<file path="config.mk">
export PLATFORM = sky130hd
export DESIGN_NAME = clark_share_sched
export DESIGN_NICKNAME = d
export VERILOG_FILES = /design/src/rtl/clark_share_sched.sv
export SDC_FILE = /design/constraint.sdc
export NUM_CORES = 1
export LEC_CHECK = 0
export BUFFER_PORTS_ARGS = -buffer_cell sky130_fd_sc_hd__buf_2
export CAP_MARGIN = 20
export CORE_MARGIN = 2
export CORE_UTILIZATION = 57
export DETAILED_ROUTE_END_ITERATION = 10
export PLACE_DENSITY_LB_ADDON = 0.05
export SETUP_SLACK_MARGIN = 0.1
export SLEW_MARGIN = 20
export SYNTH_ARGS = -nofsm -noshare
export SYNTH_HDL_FRONTEND = slang
export SYNTH_SLANG_ARGS = --single-unit
</file>
<file path="constraint.sdc">
create_clock -name clk -period 7.7 [get_ports clk]
set_input_delay 1.155 -clock clk [delete_from_list [all_inputs] [get_ports clk]]
set_output_delay 1.155 -clock clk [all_outputs]
set_load 0.02 [all_outputs]
</file>
<file path="src/rtl/clark_share_sched.sv">
// Round-robin sharing of one clark_transform between NCH requesters with a credit-protected result FIFO.
// Define CLARK_SHARE_STRICT_PRI_EN for fixed priority (lowest channel index wins).
module clark_share_sched #(
  parameter int NCH   = 2,
  parameter int LAT   = 1,
  parameter int DEPTH = 4,
  localparam int CH_W = (NCH > 2) ? $clog2(NCH) : 1
) (
  input  logic                     clk,
  input  logic                     rst_n,
  input  logic [NCH-1:0]           req_valid,
  output logic [NCH-1:0]           req_ready,
  input  logic [NCH*16-1:0]        req_a,
  input  logic [NCH*16-1:0]        req_b,
  input  logic [NCH*16-1:0]        req_c,
  output logic signed [15:0]       ct_a,
  output logic signed [15:0]       ct_b,
  output logic signed [15:0]       ct_c,
  input  logic signed [15:0]       ct_alpha,
  input  logic signed [15:0]       ct_beta,
  input  logic signed [15:0]       ct_gamma,
  output logic                     res_valid,
  input  logic                     res_ready,
  output logic [CH_W-1:0]          res_ch,
  output logic signed [15:0]       res_alpha,
  output logic signed [15:0]       res_beta,
  output logic signed [15:0]       res_gamma
);

  localparam int PTR_W = $clog2(DEPTH);
  localparam int CNT_W = 4;

  logic [CH_W-1:0]   ptr_q, ptr_d, grant_ch;
  logic              grant_vld, issue_ok, push, pop;
  logic [CNT_W-1:0]  inflight_q, inflight_d, occ_q, occ_d;
  logic [PTR_W-1:0]  wr_q, wr_d, rd_q, rd_d;
  logic [LAT:0]      tag_vld_q;
  logic [CH_W-1:0]   tag_ch_q [LAT+1];
  logic [CH_W-1:0]   mem_ch_q [DEPTH];
  logic signed [15:0] mem_al_q [DEPTH];
  logic signed [15:0] mem_be_q [DEPTH];
  logic signed [15:0] mem_ga_q [DEPTH];
  logic signed [15:0] ct_a_q, ct_b_q, ct_c_q;

  // Credits cover both in-flight transforms and buffered results, so the FIFO can never overflow.
  assign issue_ok = ({1'b0, inflight_q} + {1'b0, occ_q}) < (CNT_W+1)'(DEPTH);

  always_comb begin
    int j;
    j         = 0;
    grant_vld = 1'b0;
    grant_ch  = '0;
    req_ready = '0;
    if (rst_n && issue_ok) begin
      for (int i = 0; i < NCH; i++) begin
        j = int'(ptr_q) + i;
        if (j >= NCH) j = j - NCH;
        if (!grant_vld && req_valid[j]) begin
          grant_vld = 1'b1;
          grant_ch  = CH_W'(j);
        end
      end
      req_ready[grant_ch] = grant_vld;
    end
  end

  always_comb begin
`ifdef CLARK_SHARE_STRICT_PRI_EN
    ptr_d = '0;
`else
    ptr_d = ptr_q;
    if (grant_vld)
      ptr_d = (grant_ch == CH_W'(NCH-1)) ? '0 : grant_ch + CH_W'(1);
`endif
  end

  assign push      = tag_vld_q[LAT];
  assign res_valid = (occ_q != '0);
  assign pop       = res_valid && res_ready;

  always_comb begin
    inflight_d = inflight_q;
    if (grant_vld && !push)      inflight_d = inflight_q + CNT_W'(1);
    else if (!grant_vld && push) inflight_d = inflight_q - CNT_W'(1);
    occ_d = occ_q;
    if (push && !pop)      occ_d = occ_q + CNT_W'(1);
    else if (!push && pop) occ_d = occ_q - CNT_W'(1);
    wr_d = wr_q;
    if (push) wr_d = (wr_q == PTR_W'(DEPTH-1)) ? '0 : wr_q + PTR_W'(1);
    rd_d = rd_q;
    if (pop)  rd_d = (rd_q == PTR_W'(DEPTH-1)) ? '0 : rd_q + PTR_W'(1);
  end

  always_ff @(posedge clk or negedge rst_n) begin
    if (!rst_n) begin
      ptr_q      <= '0;
      inflight_q <= '0;
      occ_q      <= '0;
      wr_q       <= '0;
      rd_q       <= '0;
      tag_vld_q  <= '0;
      ct_a_q     <= '0;
      ct_b_q     <= '0;
      ct_c_q     <= '0;
      for (int i = 0; i <= LAT; i++) tag_ch_q[i] <= '0;
      for (int i = 0; i < DEPTH; i++) begin
        mem_ch_q[i] <= '0;
        mem_al_q[i] <= '0;
        mem_be_q[i] <= '0;
        mem_ga_q[i] <= '0;
      end
    end else begin
      ptr_q      <= ptr_d;
      inflight_q <= inflight_d;
      occ_q      <= occ_d;
      wr_q       <= wr_d;
      rd_q       <= rd_d;
      if (grant_vld) begin
        ct_a_q <= req_a[grant_ch*16 +: 16];
        ct_b_q <= req_b[grant_ch*16 +: 16];
        ct_c_q <= req_c[grant_ch*16 +: 16];
      end
      // Tag stage LAT lines up with the transform output for the triplet issued LAT+1 edges earlier.
      tag_vld_q   <= {tag_vld_q[LAT-1:0], grant_vld};
      tag_ch_q[0] <= grant_ch;
      for (int i = 1; i <= LAT; i++) tag_ch_q[i] <= tag_ch_q[i-1];
      if (push) begin
        mem_ch_q[wr_q] <= tag_ch_q[LAT];
        mem_al_q[wr_q] <= ct_alpha;
        mem_be_q[wr_q] <= ct_beta;
        mem_ga_q[wr_q] <= ct_gamma;
      end
    end
  end

  assign ct_a      = ct_a_q;
  assign ct_b      = ct_b_q;
  assign ct_c      = ct_c_q;
  assign res_ch    = mem_ch_q[rd_q];
  assign res_alpha = mem_al_q[rd_q];
  assign res_beta  = mem_be_q[rd_q];
  assign res_gamma = mem_ga_q[rd_q];

endmodule

</file>
==> results.py, run 1 <==
metrics = {
    "clock_tree": {
        "cts_tree": "yes",
        "holdBufCountCts": 0,
        "post-cts-setup-buffer-count": 0,
        "numCtsBuffers": 27,
        "ctsLongestPathBuffers": 3,
        "cts_resized": 0,
        "clock_latency_ps": 530,
        "htree_levels": 1,
        "clk_pin_slew_worst_paths_ps": 60,
        "root_buffer": "clkbuf_16",
        "numClockSinks": 261,
    },
    "pwr": {
        "seq_power_share_pct": 38.2,
        "internal_power_mw": 4.22,
        "irDropWorstVdd_uv": 186,
        "sw_frac_of_total_pct": 34.5,
        "switching_power_mw": 2.22,
        "finalPower_mw": 6.44,
        "p_per_area_mw_per_mm2": 449,
        "pwr-share-comb_pct": 41.0,
        "leakage_nw": 6.32,
        "pwr-share-clk_pct": 20.8,
    },
    "global_routing": {
        "grt_first_pass_wirelength_um": 41400,
        "antenna_found_initial": 2,
        "grt_usage_pct": 23.7,
        "grt_pass1_vias": 7839,
        "grt_overflow": 0,
        "grt_max_degree": 74,
    },
    "floorplanning": {
        "die_h_um": 149,
        "rows": 53,
        "die-area_sq_mm": 0.0222,
        "coreArea_sq_mm": 0.0208,
        "io_pins": 249,
        "start_util_pct": 57.5,
        "die_x_um": 149,
    },
    "yosys": {
        "synthDistinctLibCells": 35,
        "yosys_warnings": 0,
        "synth_edf_count": 0,
        "avgSynthCellArea_sq_um": 15.2,
        "syn_inst": 790,
        "syn_area_sq_mm": 0.0120,
        "synthFlopType": "dfrtp_1",
        "yosysSeqAreaShare_pct": 54.5,
        "synthesis.nets": 955,
        "ys_async_sr_fraction_pct": 100,
        "ys_seq_elements": 261,
    },
    "routing": {
        "via_per_inst": 5.72,
        "vias": 7531,
        "finalWirelength_um": 26000,
        "drtPass1Iterations": 4,
        "drtIter0Drc": 213,
        "wl_per_cell_um": 19.7,
        "drcViolationCount": 0,
        "antenna_left": 0,
    },
    "sta": {
        "worst_slew_pin_slew_ps": 901,
        "final-hold-violation-count": 0,
        "setup_viol": 0,
        "fmax_mhz": 244,
        "max_slew_margin_pct": 39.9,
        "fin_setup_tns_ps": 0,
        "rsz0062_at_grt": "false",
        "fin_skew_ps": 14.9,
        "min_period_ps": 4100,
        "post-route-period-util_pct": 53.3,
        "worst_slack_ps": 3600,
        "drv_slew": 0,
    },
    "cells_and_area": {
        "final_cell_mix": "dfrtp_1 (259), buf_2 (247), mux2_2 (199)",
        "utilization_pct": 69.0,
        "drive_above_1_share_pct": 59.1,
        "area_growth_syn_to_layout_pct": 19.9,
        "stdcell_count": 1317,
        "fin_nets": 1187,
        "final_common_cell": "dfrtp_1",
    },
    "worst_setup_path": {
        "cp.required_ps": 6550,
        "ff2ff_path_depth": 10,
        "path_cells": "buf_8 > nand2b_1 > nor4_4 > buf_4 > and2_1 > buf_2",
        "reg2reg_to": "inflight_q[3]$_DFFE_PN0P_",
        "worstSetupPathType": "primary input to output pin",
        "rr_startpoint": "inflight_q[3]$_DFFE_PN0P_",
        "slowest_delay_ps": 450,
        "end_kind": "output pin",
        "reg2reg_slack_ps": 4120,
        "critPathLaunchType": "primary input",
        "worstPathArrival_ps": 2950,
        "slowest_stage": "buf_4",
        "cp_max_fo": 65,
    },
    "placed_design": {
        "routabilityCongestion": 0.794,
        "dp.cells": 1267,
        "pre_cts_ws_ps": 3460,
        "hpwl_um": 16500,
        "port_buffers": 248,
    },
    "hold_path": {
        "holdPathEnd": "tag_ch_q[0]$_DFF_PN0_",
        "worstHoldStart": "tag_ch_q[1]$_DFF_PN0_",
        "hold_path_class": "flop to flop",
        "whs_path_depth": 0,
    },
    "outcome": {
        "run_status": "completed",
    },
    "flow_run": {
        "maxCapViolations": 0,
    },
}
[cells by family after synthesis]
family	after synthesis	share of synthesized area, %
buffers and inverters	66	2.73
AO/OA/AOI/OAI	163	11.1
flip-flops	261	54.5
XOR/XNOR	4	0.292
AND/OR/NAND/NOR	30	1.48
multiplexers	250	28.1
adder cells (fa/ha/maj)	16	1.80
[critical path, delay by kind of cell]
family / cells / cell delay [ps]
and+or+nand+nor: 3 / 780
buffers and inverters: 3 / 970
[power groups by stage]
stage	logic [mW]	clock network, mW	registers [mW]
floorplan	1.96	0	2.43
global placement	2.56	0	2.50
detailed placement	2.62	0	2.51
CTS	2.63	1.37	2.51
global route	2.83	1.42	2.55
finish	2.64	1.34	2.46
[synthesized netlist by cell type, drive strengths merged, types with 2 or more instances]
library cell  instances  share of area (%)
clkbuf               36                1.1
or4                   2               0.16
xnor2                 4               0.29
a21o                  3               0.19
buf                  23                1.4
a21oi                51                2.2
mux2                199                 19
a2111oi               2               0.15
dfrtp               261                 55
o2bb2ai              48                6.0
nand2                12               0.38
ha                   14                1.5
inv                   7               0.22
o31ai                 2               0.13
fa                    2               0.33
mux2i                 2               0.17
o21ai                56                2.4
nor3                  8               0.43
nor4                  3               0.28
mux4                 49                9.2
[state kept, by name, summed over array words and instances, names as in the netlist, 4 cells and up]
register and flops:
inflight_q 4, mem_ch_q 4, mem_ga_q 64, ct_b 16
ct_c 16, mem_al_q 64, mem_be_q 64, occ_q 4
ct_a 16
[area by class of cell]
class                      count  area [sq um]
tap                          275           344
fill                        1512          6460
timing repair buffer         262          1370
antenna                        2          5.00
inverter                       7          26.3
multi-input combinational    463          5160
clock buffer                  38           797
sequential                   261          6540
clock inverter                 9           123
[per-layer routing]
metal / up-vias / track usage, % / part of all wire [%]
met1: 3833 / 32.0 / 42
met2: 216 / 39.6 / 50
met3: 45 / 4.65 / 5.7
met4: 0 / 6.62 / 2.2
li1: 3437 / - / -
met5: - / 0 / 0
[worst max path at each step]
stage	slack (ps)	start	endpoint	cells past startpoint
global route	3360	rst_n	req_ready[0]	6
detailed placement	3460	rst_n	inflight_q[3]$_DFFE_PN0P_	10
floorplan	4360	rst_n	req_ready[0]	4
CTS	3530	rst_n	req_ready[0]	6
global placement	3520	rst_n	inflight_q[3]$_DFFE_PN0P_	10
finish	3600	rst_n	req_ready[0]	6
[per-stage QoR]
stage                     instance area (sq um)  hold WS [ps]
after floorplan                           12000           331
after global placement                    13400           332
after detailed placement                  13400           336
after CTS                                 14300           349
after global routing                      14400           356
final                                     14400           349
(Power assumes the default switching activity.)
==> run 2, diff against run 1 <==
--- a/config.mk
+++ b/config.mk
@@ -5,10 +5,11 @@
 export SDC_FILE = /design/constraint.sdc
 export NUM_CORES = 1
 export LEC_CHECK = 0
+export ABC_AREA = 1
 export BUFFER_PORTS_ARGS = -buffer_cell sky130_fd_sc_hd__buf_2
 export CAP_MARGIN = 20
 export CORE_MARGIN = 2
-export CORE_UTILIZATION = 57
+export CORE_UTILIZATION = 55
 export DETAILED_ROUTE_END_ITERATION = 10
 export PLACE_DENSITY_LB_ADDON = 0.05
 export SETUP_SLACK_MARGIN = 0.1
==> constraint.sdc (replaced) <==
create_clock -name clk -period 3.9 [get_ports clk]
set_input_delay 0.585 -clock clk [delete_from_list [all_inputs] [get_ports clk]]
set_output_delay 0.585 -clock clk [all_outputs]
set_load 0.02 [all_outputs]
==> run 2 against run 1 <==
- critical endpoint is now res_gamma[6]
- clock skew rose by 4.7 ps
- non-clock buffer count grew 4
- area after synthesis down 0.41%
- highest routed layer unchanged
- clock power up 90%
- design area shrank 1.7%
- power shrank 15%
==> results.py, run 2 <==
metrics = {
    "yosys": {
        "synthAdderAreaFrac_pct": 1.80,
        "synth_compound_gate_area_share_pct": 15.4,
        "synthFlopType": "dfrtp_1",
        "synth_top_area_share_pct": 54.8,
        "yosys_warnings": 0,
        "ys_seq_elements": 261,
        "synth_xor_xnor_area_share_pct": 0.441,
        "syn_area_sq_mm": 0.0119,
        "ys_async_sr_fraction_pct": 100,
        "yosys.area_share.simple_pct": 20.0,
        "synthTopCellsByArea": "dfrtp_1 (55%), nand2_1 (13%), o21ai_0 (13%)",
        "yosys-top-cells-count": "nand2_1 (418), o21ai_0 (298), dfrtp_1 (261), nor2_1 (201), inv_1 (113)",
        "synthDistinctLibCells": 21,
        "synth_edf_count": 0,
        "synth.mux.area_fraction_pct": 0,
        "avgSynthCellArea_sq_um": 8.09,
        "yosysSeqAreaShare_pct": 54.8,
        "yosysTopAreaCell": "dfrtp_1",
        "synth_most_common_cell": "nand2_1",
        "synth_top_family_by_area": "simple AND/OR/NAND/NOR gates",
        "syn_inst": 1475,
        "synthesis.nets": 1640,
    },
    "global_routing": {
        "grt_first_pass_wirelength_um": 48600,
        "antenna_found_initial": 1,
        "grt_pass1_vias": 9735,
        "grt_overflow": 0,
        "grt_max_degree": 127,
        "grt_usage_pct": 26.4,
    },
    "cells_and_area": {
        "diodes": 0,
        "fill_cells": 1874,
        "drive_above_1_share_pct": 18.8,
        "area_growth_syn_to_layout_pct": 18.3,
        "fin_nets": 1843,
        "final_cell_mix": "nand2_1 (414), o21ai_0 (298), dfrtp_1 (260)",
        "final_common_cell": "nand2_1",
        "postLayoutCellArea_sq_mm": 0.0141,
        "top_regs": "mem_al_q (64), mem_be_q (64), mem_ga_q (64)",
    },
    "clock_tree": {
        "root_buffer": "clkbuf_16",
        "clk_pin_slew_worst_paths_ps": 60,
        "cts_tree": "yes",
        "ctsLongestPathBuffers": 3,
        "post-cts-setup-buffer-count": 0,
        "numCtsBuffers": 27,
        "htree_levels": 1,
        "clock_latency_ps": 530,
        "numClockSinks": 261,
    },
    "worst_setup_path": {
        "cp.required_ps": 3310,
        "worstPathArrival_ps": 2410,
        "end_kind": "output pin",
        "worstSetupPathType": "flop to output pin",
        "critPathLaunchType": "flop",
        "cp_max_fo": 100,
        "slowest_delay_ps": 760,
        "path_cells": "buf_4 > o21ai_0 > o22ai_1 > buf_2",
        "slowest_stage": "buf_4",
    },
    "floorplanning": {
        "rows": 53,
        "die_h_um": 151,
        "start_util_pct": 56.4,
        "die-area_sq_mm": 0.0229,
        "die_x_um": 151,
        "coreArea_sq_mm": 0.0212,
        "io_pins": 249,
    },
    "sta": {
        "min_period_ps": 2990,
        "rsz0062_at_grt": "false",
        "max_slew_margin_pct": 32.3,
        "final-hold-violation-count": 0,
        "worst_slew_pin_slew_ps": 1020,
        "whs_ps": 319,
        "fin_skew_ps": 19.6,
        "drv_slew": 0,
        "fin_setup_tns_ps": 0,
        "post-route-period-util_pct": 76.7,
        "fmax_mhz": 334,
        "setup_viol": 0,
    },
    "pwr": {
        "leakage_nw": 7.71,
        "irDropWorstVdd_uv": 229,
        "p_per_area_mw_per_mm2": 387,
    },
    "routing": {
        "antenna_left": 0,
        "drcViolationCount": 0,
        "via_per_inst": 5.19,
        "finalWirelength_um": 29700,
        "drtPass1Iterations": 5,
        "drtIter0Drc": 568,
        "vias": 10215,
        "wl_per_cell_um": 15.1,
    },
    "placed_design": {
        "placed_cell_area_sq_mm": 0.0132,
        "port_buffers": 248,
        "hpwl_um": 18400,
        "routabilityCongestion": 0.779,
    },
    "outcome": {
        "run_status": "completed",
    },
    "flow_run": {
        "maxCapViolations": 0,
    },
    "hold_path": {
        "hold_path_class": "primary input to flop",
    },
}
## run 2: cell families (layout without fill, tap and decap cells)
kind of cell,Yosys count,count (layout)
XOR/XNOR,6,6
AO/OA/AOI/OAI,354,354
AND/OR/NAND/NOR,628,628
flip-flops,261,261
adder cells (fa/ha/maj),16,16
buffers and inverters,210,430
## run 2: final cells by class
cell class	count	area, sq um	area share, %
Clock buffer	37	743	5.27
Tap cell	275	344	2.44
Multi-Input combinational cell	1004	4500	31.9
Sequential cell	261	6530	46.3
Inverter	118	443	3.14
Timing Repair Buffer	266	1430	10.1
Clock inverter	9	124	0.878
## run 2: worst paths after layout
path                                       startpoint  cells after the start  slack, ps                   endpoint
worst max-delay path              rd_q[0]$_DFFE_PN0P_                      4        910               res_gamma[6]
worst min-delay path                        req_c[12]                      5        320       ct_c[12]$_DFFE_PN0P_
worst max register to register   occ_q[3]$_DFFE_PN0P_                     15       1490  inflight_q[3]$_DFFE_PN0P_
worst min register to register  tag_ch_q[1]$_DFF_PN0_                      0        360      tag_ch_q[0]$_DFF_PN0_
max in group asynchronous                       rst_n                      4       1740   mem_be_q[26]$_DFFE_PN0P_
min in group asynchronous                       rst_n                      2        510    mem_ga_q[5]$_DFFE_PN0P_
## run 2: through the flow
step	setup WS (ps)	power (mW)	utilization, %	instances
floorplan	1500	2.82	-	1475
global placement	1450	2.97	62.6	1923
detailed placement	1350	2.97	62.6	1923
CTS	932	5.51	66.7	1970
global route	718	5.66	66.7	1970
finish	909	5.46	66.7	1970
## run 2: critical path: cells and delay by family, from the launching register on
family | cells | cell delay [ps]
buffers and inverters | 2 | 960
AO/OA/AOI/OAI | 2 | 490
flip-flops | 1 | 360
## run 2: routing by layer
metal  wire length, um  share of wire [%]  track usage (%)  up-vias
li1                  -                  -                -     5086
met1             12600                 43             35.8     4728
met2             14300                 48             44.0      365
met3              2140                7.2             5.03       36
met4               579                2.0             6.36        0
met5                 0                  0                0        -
## run 2: power by group
part,switching (mW),internal (mW),total (mW)
clock network,1.02,1.52,2.54
registers,0,2.71,2.71
logic,0.129,0.0760,0.205
## run 2: repair_timing
action,4_1_cts,5_1_grt
hold buffers,1,0
gates resized for setup,0,0
hold endpoints to repair,24,0
